$ cat src/rtl/tx_arb_if.sv
// Handshake bundle between the packet builders, tx_arb and the 100M MII TX MAC.
// master = arbiter side, slave = requesters plus MAC side.
interface tx_arb_if #(
    parameter int NSRC = 2
);
    logic [NSRC-1:0]   req_vld;
    logic [NSRC-1:0]   req_eof;
    logic [4*NSRC-1:0] req_dat;
    logic [NSRC-1:0]   req_ack;
    logic              mac_vld;
    logic              mac_eof;
    logic [3:0]        mac_dat;
    logic              mac_ack;
    logic [1:0]        grant;
    logic              busy;

    modport master (
        input  req_vld, req_eof, req_dat, mac_ack,
        output req_ack, mac_vld, mac_eof, mac_dat, grant, busy
    );

    modport slave (
        output req_vld, req_eof, req_dat, mac_ack,
        input  req_ack, mac_vld, mac_eof, mac_dat, grant, busy
    );
endinterface

$ cat src/rtl/tx_arb.sv
// Round-robin whole-frame arbiter feeding one MII TX MAC; TX_ARB_PAD_EN enables min-length padding.
// Latency: grant 1 cycle after a request is seen idle; nibble data/ack paths are combinational.
// Backpressure: mac_ack is passed straight to the granted requester; others hold until the next idle.
module tx_arb #(
    parameter int NSRC = 2
) (
    input  logic     clk_tx,
    input  logic     rst,
    tx_arb_if.master bus
);
    typedef enum logic [1:0] {FLUSH, IDLE, DATA, PAD} state_t;

    localparam logic [6:0] NCNT_LAST = 7'd119;
    localparam logic [6:0] NCNT_MAX  = 7'd120;

    state_t          state;
    state_t          state_nxt;
    logic [1:0]      grant_q;
    logic [1:0]      ptr_q;
    logic [1:0]      pick;
    logic [2:0]      cand;
    logic [6:0]      ncnt_q;
    logic            any_req;
    logic            src_eof;
    logic            pad_need;
    logic            frame_end;
    logic [3:0]      vld4;
    logic [3:0]      eof4;
    logic [3:0][3:0] dat4;
    logic [NSRC-1:0] ack;
    logic            mac_vld;
    logic            mac_eof;
    logic [3:0]      mac_dat;

    // Zero-extend to four sources so a 2-bit grant can index any build.
    assign vld4    = 4'(bus.req_vld);
    assign eof4    = 4'(bus.req_eof);
    assign dat4    = 16'(bus.req_dat);
    assign src_eof = eof4[grant_q];

`ifdef TX_ARB_PAD_EN
    assign pad_need = (ncnt_q < NCNT_LAST);
`else
    assign pad_need = 1'b0;
`endif

    assign frame_end = bus.mac_ack &&
                       (((state == DATA) && src_eof && !pad_need) ||
                        ((state == PAD) && (ncnt_q == NCNT_LAST)));

    // Walk from farthest to nearest so the source closest after ptr wins.
    always_comb begin
        pick    = ptr_q;
        any_req = 1'b0;
        cand    = '0;
        for (int k = NSRC; k >= 1; k--) begin
            cand = 3'(ptr_q) + 3'(k);
            if (cand >= 3'(NSRC)) begin
                cand = cand - 3'(NSRC);
            end
            if (vld4[cand[1:0]]) begin
                pick    = cand[1:0];
                any_req = 1'b1;
            end
        end
    end

    always_ff @(posedge clk_tx) begin
        if (rst) begin
            state <= FLUSH;
        end else begin
            state <= state_nxt;
        end
    end

    always_comb begin
        state_nxt = state;
        case (state)
            FLUSH: state_nxt = IDLE;
            IDLE:  if (any_req) state_nxt = DATA;
            DATA:  if (bus.mac_ack && src_eof) state_nxt = pad_need ? PAD : IDLE;
            PAD:   if (bus.mac_ack && (ncnt_q == NCNT_LAST)) state_nxt = IDLE;
            default: state_nxt = FLUSH;
        endcase
    end

    always_comb begin
        mac_vld = 1'b0;
        mac_eof = 1'b0;
        mac_dat = 4'd0;
        ack     = '0;
        case (state)
            FLUSH: mac_eof = 1'b1;
            DATA: begin
                mac_vld = 1'b1;
                mac_dat = dat4[grant_q];
                mac_eof = src_eof && !pad_need;
                for (int i = 0; i < NSRC; i++) begin
                    ack[i] = bus.mac_ack && (grant_q == 2'(i));
                end
            end
            PAD: begin
                mac_vld = 1'b1;
                mac_eof = (ncnt_q == NCNT_LAST);
            end
            default: ;
        endcase
    end

    always_ff @(posedge clk_tx) begin
        if (rst) begin
            grant_q <= 2'd0;
            ptr_q   <= 2'(NSRC - 1);
            ncnt_q  <= 7'd0;
        end else begin
            if ((state == IDLE) && any_req) begin
                grant_q <= pick;
                ncnt_q  <= 7'd0;
            end else if (((state == DATA) || (state == PAD)) && bus.mac_ack &&
                         (ncnt_q != NCNT_MAX)) begin
                ncnt_q <= ncnt_q + 7'd1;
            end
            if (frame_end) begin
                ptr_q <= grant_q;
            end
        end
    end

    assign bus.req_ack = ack;
    assign bus.mac_vld = mac_vld;
    assign bus.mac_eof = mac_eof;
    assign bus.mac_dat = mac_dat;
    assign bus.grant   = grant_q;
    assign bus.busy    = (state == DATA) || (state == PAD);
endmodule

$ cat src/flat_wrapper.sv
// flat-port wrapper written by rule: the top's interface ports become plain ports
module tx_arb_flat 
#(
    parameter int NSRC = 2
)
  (clk_tx, rst, bus_req_vld, bus_req_eof, bus_req_dat, bus_mac_ack, bus_req_ack, bus_mac_vld, bus_mac_eof, bus_mac_dat, bus_grant, bus_busy);
  tx_arb_if #(.NSRC(NSRC)) bus_i ();
  input  logic clk_tx;
  input  logic rst;
  input wire logic [$bits(bus_i.req_vld)-1:0] bus_req_vld;
  input wire logic [$bits(bus_i.req_eof)-1:0] bus_req_eof;
  input wire logic [$bits(bus_i.req_dat)-1:0] bus_req_dat;
  input wire logic [$bits(bus_i.mac_ack)-1:0] bus_mac_ack;
  output wire logic [$bits(bus_i.req_ack)-1:0] bus_req_ack;
  output wire logic [$bits(bus_i.mac_vld)-1:0] bus_mac_vld;
  output wire logic [$bits(bus_i.mac_eof)-1:0] bus_mac_eof;
  output wire logic [$bits(bus_i.mac_dat)-1:0] bus_mac_dat;
  output wire logic [$bits(bus_i.grant)-1:0] bus_grant;
  output wire logic [$bits(bus_i.busy)-1:0] bus_busy;
  assign bus_i.req_vld = bus_req_vld;
  assign bus_i.req_eof = bus_req_eof;
  assign bus_i.req_dat = bus_req_dat;
  assign bus_i.mac_ack = bus_mac_ack;
  assign bus_req_ack = bus_i.req_ack;
  assign bus_mac_vld = bus_i.mac_vld;
  assign bus_mac_eof = bus_i.mac_eof;
  assign bus_mac_dat = bus_i.mac_dat;
  assign bus_grant = bus_i.grant;
  assign bus_busy = bus_i.busy;
  tx_arb #(.NSRC(NSRC)) u_core (.clk_tx(clk_tx), .rst(rst), .bus(bus_i));
endmodule
$ cat config.mk
export PLATFORM = sky130hd
export DESIGN_NAME = tx_arb_flat
export DESIGN_NICKNAME = d
export VERILOG_FILES = /design/src/rtl/tx_arb_if.sv /design/src/rtl/tx_arb.sv /design/src/flat_wrapper.sv
export SDC_FILE = /design/constraint.sdc
export NUM_CORES = 1
export LEC_CHECK = 0
export ABC_AREA = 1
export CORE_ASPECT_RATIO = 0.7
export CORE_MARGIN = 5
export CORE_UTILIZATION = 45
export CTS_CLUSTER_SIZE = 8
export DETAILED_ROUTE_END_ITERATION = 8
export GPL_TIMING_DRIVEN = 0
export MAX_ROUTING_LAYER = met4
export PLACE_DENSITY = 0.89
export SLEW_MARGIN = 20
export SYNTH_ARGS = -nofsm -noshare
export SYNTH_HDL_FRONTEND = slang
export SYNTH_SLANG_ARGS = --single-unit
$ cat constraint.sdc
create_clock -name clk_tx -period 1.47 [get_ports clk_tx]
set_input_delay 0.294 -clock clk_tx [delete_from_list [all_inputs] [get_ports clk_tx]]
set_output_delay 0.294 -clock clk_tx [all_outputs]
set_load 0.05 [all_outputs]
==> results of run 1 <==
-- synthesized netlist by cell type --
library cell,n
nor4_1,2
xor2_1,4
nand3_2,3
nand3_1,7
nor2_1,8
buf_6,1
o2111ai_1,1
inv_4,1
inv_2,4
xnor2_1,1
ha_1,2
nand4_1,2
nand3b_1,1
nand2_1,34
nor2_2,3
inv_1,13
a21oi_4,1
a22oi_1,4
o211ai_2,1
o211ai_1,1
clkinv_1,1
dfxtp_1,13
buf_4,1
a21oi_1,10
clkbuf_1,1
nand2_2,4
-- kinds of logic after synthesis --
kind of cell / Yosys count / share of synthesized area (%)
buffers and inverters: 22 / 11.34
and+or+nand+nor: 64 / 35.20
DFF: 13 / 30.63
adders and majority gates: 2 / 2.945
AOI/OAI and AO/OA: 18 / 14.73
xor gates and xnor gates: 5 / 5.154
-- final timing paths --
path | endpoint | slack (ns)
setup / recovery | bus_mac_eof | -0.27
setup reg to reg | u_core.ncnt_q[4] | -0.04
hold / removal | u_core.ptr_q[1] | 0.49
hold reg to reg | u_core.ptr_q[1] | 0.49
-- metal layers --
layer,vias to the layer above,routed length (um)
met2,41,1548
met5,-,0
met3,8,160
li1,474,-
met1,474,1110
met4,0,35
-- cell type report --
cell class                      instances  area (um^2)
Buffer                                  3        23.77
Clock buffer                            3        22.52
Clock inverter                          1        5.005
Fill cell                             112        380.4
Inverter                               19        83.83
Multi-Input combinational cell         89        646.9
Sequential cell                        13        286.5
Tap cell                               22        27.53
Timing Repair Buffer                   34        345.3
-- critical path, cell delays in order, from the launching register on --
cell and delay (ns):
dfxtp_2 0.41, nand3_2 0.11, nor2_2 0.17, nand2_1 0.10, o211ai_1 0.11, buf_4 0.24
-- state kept, by name (all words and copies together), names as in the netlist --
| name | cells |
|---|---|
| u_core.bus.grant | 2 |
| u_core.ncnt_q | 7 |
| u_core.ptr_q | 2 |
| u_core.state | 2 |
-- stage by stage --
step / instances / power (W) / TNS, ns / hold WS, ns / setup WS [ns]
after floorplan: 124 / 0.0009900 / -0.02463 / 0.3557 / -0.02130
after detailed placement: 171 / 0.001226 / -6.892 / 0.4785 / -0.9335
after CTS: 182 / 0.001484 / -0.8511 / 0.4920 / -0.2046
after global routing: 184 / 0.001716 / -1.763 / 0.5278 / -0.3202
after global placement: 171 / 0.001196 / -6.520 / 0.4730 / -0.9118
final: 184 / 0.001643 / -0.8028 / 0.4886 / -0.2659
-- cell usage in the layout (no fill, tap or decap), types with 6 or more instances in the layout --
cell type / n
buf_6: 6
nand3_1: 7
buf_4: 8
nand2_1: 31
dfxtp_4: 6
nor2_4: 7
a21oi_1: 8
clkdlybuf4s50_1: 13
inv_1: 12
-- power by group through the flow --
stage / clock network [W] / logic [W] / registers (W)
finish: 0.000240 / 0.000922 / 0.000481
global route: 0.000260 / 0.000968 / 0.000488
CTS: 0.000233 / 0.000776 / 0.000475
detailed placement: 0 / 0.000755 / 0.000470
global placement: 0 / 0.000732 / 0.000464
floorplan: 0 / 0.000511 / 0.000479
-- what timing repair did --
item,4_1_cts,5_1_grt
pin swaps,6,5
resized for setup,77,23
endpoints found under the setup margin,11,17
hold buffers,0,0
setup buffers,7,4
==> flow_summary_export.csv, run 1 <==
group,metric,value,unit
setup_path,critPathCaptureType,"primary output",
power_and_ir_drop,power.share.switching,48.36,%
global_routing,overflow,0,
cells_and_area,syn_to_final_growth,69.66,%
yosys,avgSynthCellArea,6.851,um^2
yosys,yosys-top-cells-area,"dfxtp_1 (31%), nand2_1 (15%), a21oi_1 (5.9%)",
setup_path,rr_worst_depth,10,
power_and_ir_drop,internal_power,0.0008483,W
clock_network,cts-root-buf,"clkbuf_4",
power_and_ir_drop,comb_power_share,56.1,%
setup_path,critPathLaunchType,"flop",
floorplan,std_cell_rows,13,
yosys,ys.warnings.count,0,
power_and_ir_drop,leakage,0.5572,nW
setup_path,reg2reg_from,"u_core.ncnt_q[0]",
routing,firstDrtPassIters,4,
power_and_ir_drop,seqPwrFrac,29.3,%
global_routing,antenna_found_initial,0,
yosys,syn_inst,124,
global_routing,grt_most_used_layer,"met2",
cells_and_area,drive_above_1_share,45.06,%
floorplan,start_util,46.63,%
setup_path,critPathMaxFanout,5,
timing,setup_ws,-0.2659,ns
place,place_area,1217,um^2
routing,num_vias,997,
timing,maxSlewHeadroom,73.82,%
timing,max_freq,576.1,MHz
timing,setup_violations,13,
global_routing,grt.total_usage,20.22,%
place,place.gp.congestion,0.9079,
setup_path,required,1.18,ns
cells_and_area,layout.nets,180,
timing,finalHoldViolCount,0,
yosys,yosys.area.top_type_share,30.63,%
global_routing,grt_pass1_wl,4.133,mm
global_routing,first_global_vias,924,
yosys,ys_seq_area_share,30.63,%
cells_and_area,n_antenna_cell,0,
clock_network,cts.sinks,13,
timing,min_period,1.736,ns
setup_path,startpoint,"u_core.ncnt_q[4]",
floorplan,die_w,61.93,um
clock_network,cts_made_buffers,3,
cells_and_area,final_area,1441,um^2
routing,wirelength,2.855,mm
place,port_buffers,25,
yosys,netlist_area,849.6,um^2
setup_path,crit_arrival,1.44,ns
run,drv_cap,0,
hold_path,hold_path.startpoint,"u_core.ptr_q[1]",
global_routing,met3_usage,3.922,%
floorplan,dieArea,2870,um^2
clock_network,clk_pin_slew_worst_paths,0.09,ns
power_and_ir_drop,p_clk_share,14.6,%
floorplan,die_h,46.35,um
cells_and_area,utilization,79.12,%
yosys,synth_area_leader_cell,"dfxtp_1",
timing,finClkSkew,0.009832,ns
yosys,ys_seq_elements,13,
outcome,violations,"setup timing",
yosys,syn_nets,141,
setup_path,worstSetupPathType,"reg2out",
outcome,status,"complete, but fails checks",
hold_path,hold_depth,2,
timing,slew_violations,0,
hold_path,hold_class,"reg2reg",
clock_network,tritoncts,"built",
clock_network,clock_latency,0.29,ns
power_and_ir_drop,power_density,1140,nW/um^2
clock_network,h-tree-depth,1,
routing,vias_per_cell,5.418,
routing,antenna_left,0,
floorplan,core_area,1822,um^2
clock_network,cts_buffer_depth,2,
routing,drc,0,
routing,drt-initial-drc-count,35,
timing,finalCritPeriodShare,118.1,%
global_routing,grt_max_degree,9,
power_and_ir_drop,switching_power,0.0007943,W
global_routing,grt.met2_usage,35.70,%
global_routing,grt_util_met1,23.50,%
routing,wl_per_cell,15.52,um
power_and_ir_drop,irDropWorstVdd,940.7,uV
timing,worstMarginPinSlew,0.3926,ns
place,hpwlAfterDp,1.817,mm
floorplan,ioPinCount,26,
yosys,yosysUniqueCellTypes,26,
timing,rsz0062_at_grt,"yes",
(Power assumes the default switching activity.)
==> run 2, diff against run 1 <==
--- a/config.mk
+++ b/config.mk
@@ -6,14 +6,14 @@
 export NUM_CORES = 1
 export LEC_CHECK = 0
 export ABC_AREA = 1
-export CORE_ASPECT_RATIO = 0.7
 export CORE_MARGIN = 5
-export CORE_UTILIZATION = 45
+export CORE_UTILIZATION = 48
+export CTS_BUF_LIST = sky130_fd_sc_hd__clkbuf_4
 export CTS_CLUSTER_SIZE = 8
 export DETAILED_ROUTE_END_ITERATION = 8
 export GPL_TIMING_DRIVEN = 0
 export MAX_ROUTING_LAYER = met4
-export PLACE_DENSITY = 0.89
+export PLACE_DENSITY = 0.94
 export SLEW_MARGIN = 20
 export SYNTH_ARGS = -nofsm -noshare
 export SYNTH_HDL_FRONTEND = slang
==> run 2 against run 1 <==
  * The run still ends with setup timing left
  * Utilization up 1.9 points
  * Die area down 5.5%
  * Flip-flop and latch count unchanged
  * Sequential share of layout area up 0.65 points
  * Count of clock-buffer cells in the layout up 1
==> flow_summary_export.csv, run 2 (synthesis gave the netlist of run 1 again) <==
group,metric,value,unit
clock_network,cts-root-buf,"clkbuf_4",
setup_path,crit_arrival,1.41,ns
global_routing,antenna_found_initial,0,
global_routing,grt.total_usage,22.25,%
setup_path,worstSetupPathType,"reg2out",
floorplan,core_area,1708,um^2
cells_and_area,largest_reg_flops,7,
cells_and_area,layout.nets,182,
clock_network,clk_pin_slew_worst_paths,0.09,ns
clock_network,tritoncts,"built",
timing,finClkSkew,0.005340,ns
cells_and_area,syn_to_final_growth,62.89,%
floorplan,ioPinCount,26,
routing,vias_per_cell,5.476,
routing,wl_per_cell,15.88,um
setup_path,required,1.18,ns
outcome,violations,"setup timing",
hold_path,hold_class,"reg2reg",
global_routing,first_global_vias,991,
place,hpwlAfterDp,1.873,mm
setup_path,ff2ff_setup_slack,-0.10,ns
routing,num_vias,1035,
run,drv_cap,0,
timing,slew_violations,0,
power_and_ir_drop,power_density,1116,nW/um^2
routing,drc,0,
floorplan,die_w,52.07,um
floorplan,die_h,52.07,um
floorplan,dieArea,2711,um^2
place,pre_cts_ws,-0.9221,ns
clock_network,cts_buffer_depth,2,
setup_path,max_stage_delay,0.37,ns
place,place.gp.congestion,0.8150,
clock_network,h-tree-depth,1,
setup_path,path_buf_inv,1,
timing,min_period,1.700,ns
routing,drt-initial-drc-count,36,
timing,worstMarginPinSlew,0.3136,ns
global_routing,overflow,0,
setup_path,critPathTopFamily,"flip-flops",
floorplan,start_util,49.74,%
setup_path,path_cells,"ha_4 -> nand3_2 -> nor2_2 -> nand2_1 -> o211ai_1 -> buf_4",
routing,antenna_left,0,
cells_and_area,top_register,"u_core.ncnt_q",
setup_path,critPathSlowestCell,"dfxtp_4",
place,port_buffers,25,
clock_network,cts.sinks,13,
cells_and_area,utilization,81.03,%
setup_path,critPathMaxFanout,2,
setup_path,critPathCaptureType,"primary output",
timing,rsz0062_at_grt,"yes",
timing,setup_ws,-0.2296,ns
outcome,status,"complete, but fails checks",
routing,firstDrtPassIters,5,
timing,maxSlewHeadroom,79.09,%
power_and_ir_drop,leakage,0.5590,nW
timing,finalHoldViolCount,0,
global_routing,grt_max_degree,9,
cells_and_area,n_antenna_cell,0,
clock_network,cts_made_buffers,3,
cells_and_area,fill_cells,90,
clock_network,clock_latency,0.29,ns
floorplan,std_cell_rows,15,
cells_and_area,mostFrequentLayoutCells,"nand2_1 (31), buf_4 (15), clkdlybuf4s50_1 (13)",
timing,setup_violations,14,
cells_and_area,drive_above_1_share,43.29,%
global_routing,grt_pass1_wl,4.305,mm
setup_path,critPathLaunchType,"flop",
timing,finalCritPeriodShare,115.6,%
clock_network,ctsHoldBuffers,0,
cells_and_area,final_common_cell,"nand2_1",
power_and_ir_drop,irDropWorstVdd,794.6,uV
timing,max_freq,588.4,MHz
routing,wirelength,3.002,mm
==> run 2: worst reg2reg max path: stages, from the launching register on <==
cell	delay (ns)
dfxtp_4	0.37
buf_4	0.12
inv_1	0.06
ha_1	0.19
nand2_1	0.09
nor2_2	0.06
a21oi_4	0.26
inv_4	0.10
nand2_1	0.12
a21oi_1	0.08
==> run 2: timing repair <==
item / in CTS / in global routing
hold endpoints to repair: 0 / 0
endpoints found under the setup margin: 11 / 16
setup buffers: 4 / 7
gates resized for setup: 74 / 11
pin swaps: 5 / 7
==> run 2: area by class of cell <==
cell class | instances | area, um^2 | share of cell area, %
multi-input cells | 89 | 610.6 | 44.12
inverters | 19 | 78.83 | 5.696
repair buffers | 36 | 325.3 | 23.51
well taps | 25 | 31.28 | 2.260
clock buffers | 4 | 30.03 | 2.170
flip-flops and latches | 13 | 284.0 | 20.52
plain buffers | 3 | 23.77 | 1.718
==> run 2: layer usage <==
metal / global-route usage [%] / routed length, um / up-vias
met3: 3.438 / 233 / 16
met2: 40.59 / 1489 / 62
met5: - / 0 / -
met1: 21.19 / 1135 / 472
li1: - / - / 485
met4: 15.28 / 143 / 0
==> run 2: through the flow <==
step / hold WS, ns / setup TNS, ns / cells / power, W / instance area, um^2
floorplan: 0.3557 / -0.02463 / 124 / 0.0009900 / 939.7
global placement: 0.4755 / -6.517 / 174 / 0.001193 / 1221
detailed placement: 0.4784 / -6.969 / 174 / 0.001217 / 1221
CTS: 0.5134 / -0.7026 / 182 / 0.001487 / 1313
global route: 0.5398 / -2.552 / 189 / 0.001621 / 1384
finish: 0.5085 / -1.159 / 189 / 0.001545 / 1384
==> run 2: path summary, 6_finish.rpt <==
path	start	to	cells past startpoint
worst max register to register	u_core.ncnt_q[0]	u_core.ncnt_q[3]	9
worst max-delay path	u_core.ncnt_q[1]	bus_mac_eof	6
worst min register to register	u_core.ncnt_q[4]	u_core.ncnt_q[4]	2
worst min-delay path	u_core.ncnt_q[4]	u_core.ncnt_q[4]	2
==> run 2: report_power, final <==
part | switching, W | total [W] | internal, W
sequential | 0.0000777 | 0.000472 | 0.000394
combinational | 0.000530 | 0.000819 | 0.000289
clock | 0.000130 | 0.000254 | 0.000124
==> run 3, diff against run 2 <==
--- a/config.mk
+++ b/config.mk
@@ -12,9 +12,10 @@
 export CTS_CLUSTER_SIZE = 8
 export DETAILED_ROUTE_END_ITERATION = 8
 export GPL_TIMING_DRIVEN = 0
+export HOLD_SLACK_MARGIN = 0.12
 export MAX_ROUTING_LAYER = met4
 export PLACE_DENSITY = 0.94
-export SLEW_MARGIN = 20
+export SLEW_MARGIN = 10
 export SYNTH_ARGS = -nofsm -noshare
 export SYNTH_HDL_FRONTEND = slang
 export SYNTH_SLANG_ARGS = --single-unit
==> results of run 3 <==
Final layout, timing and power as in run 2 (identical DEF).
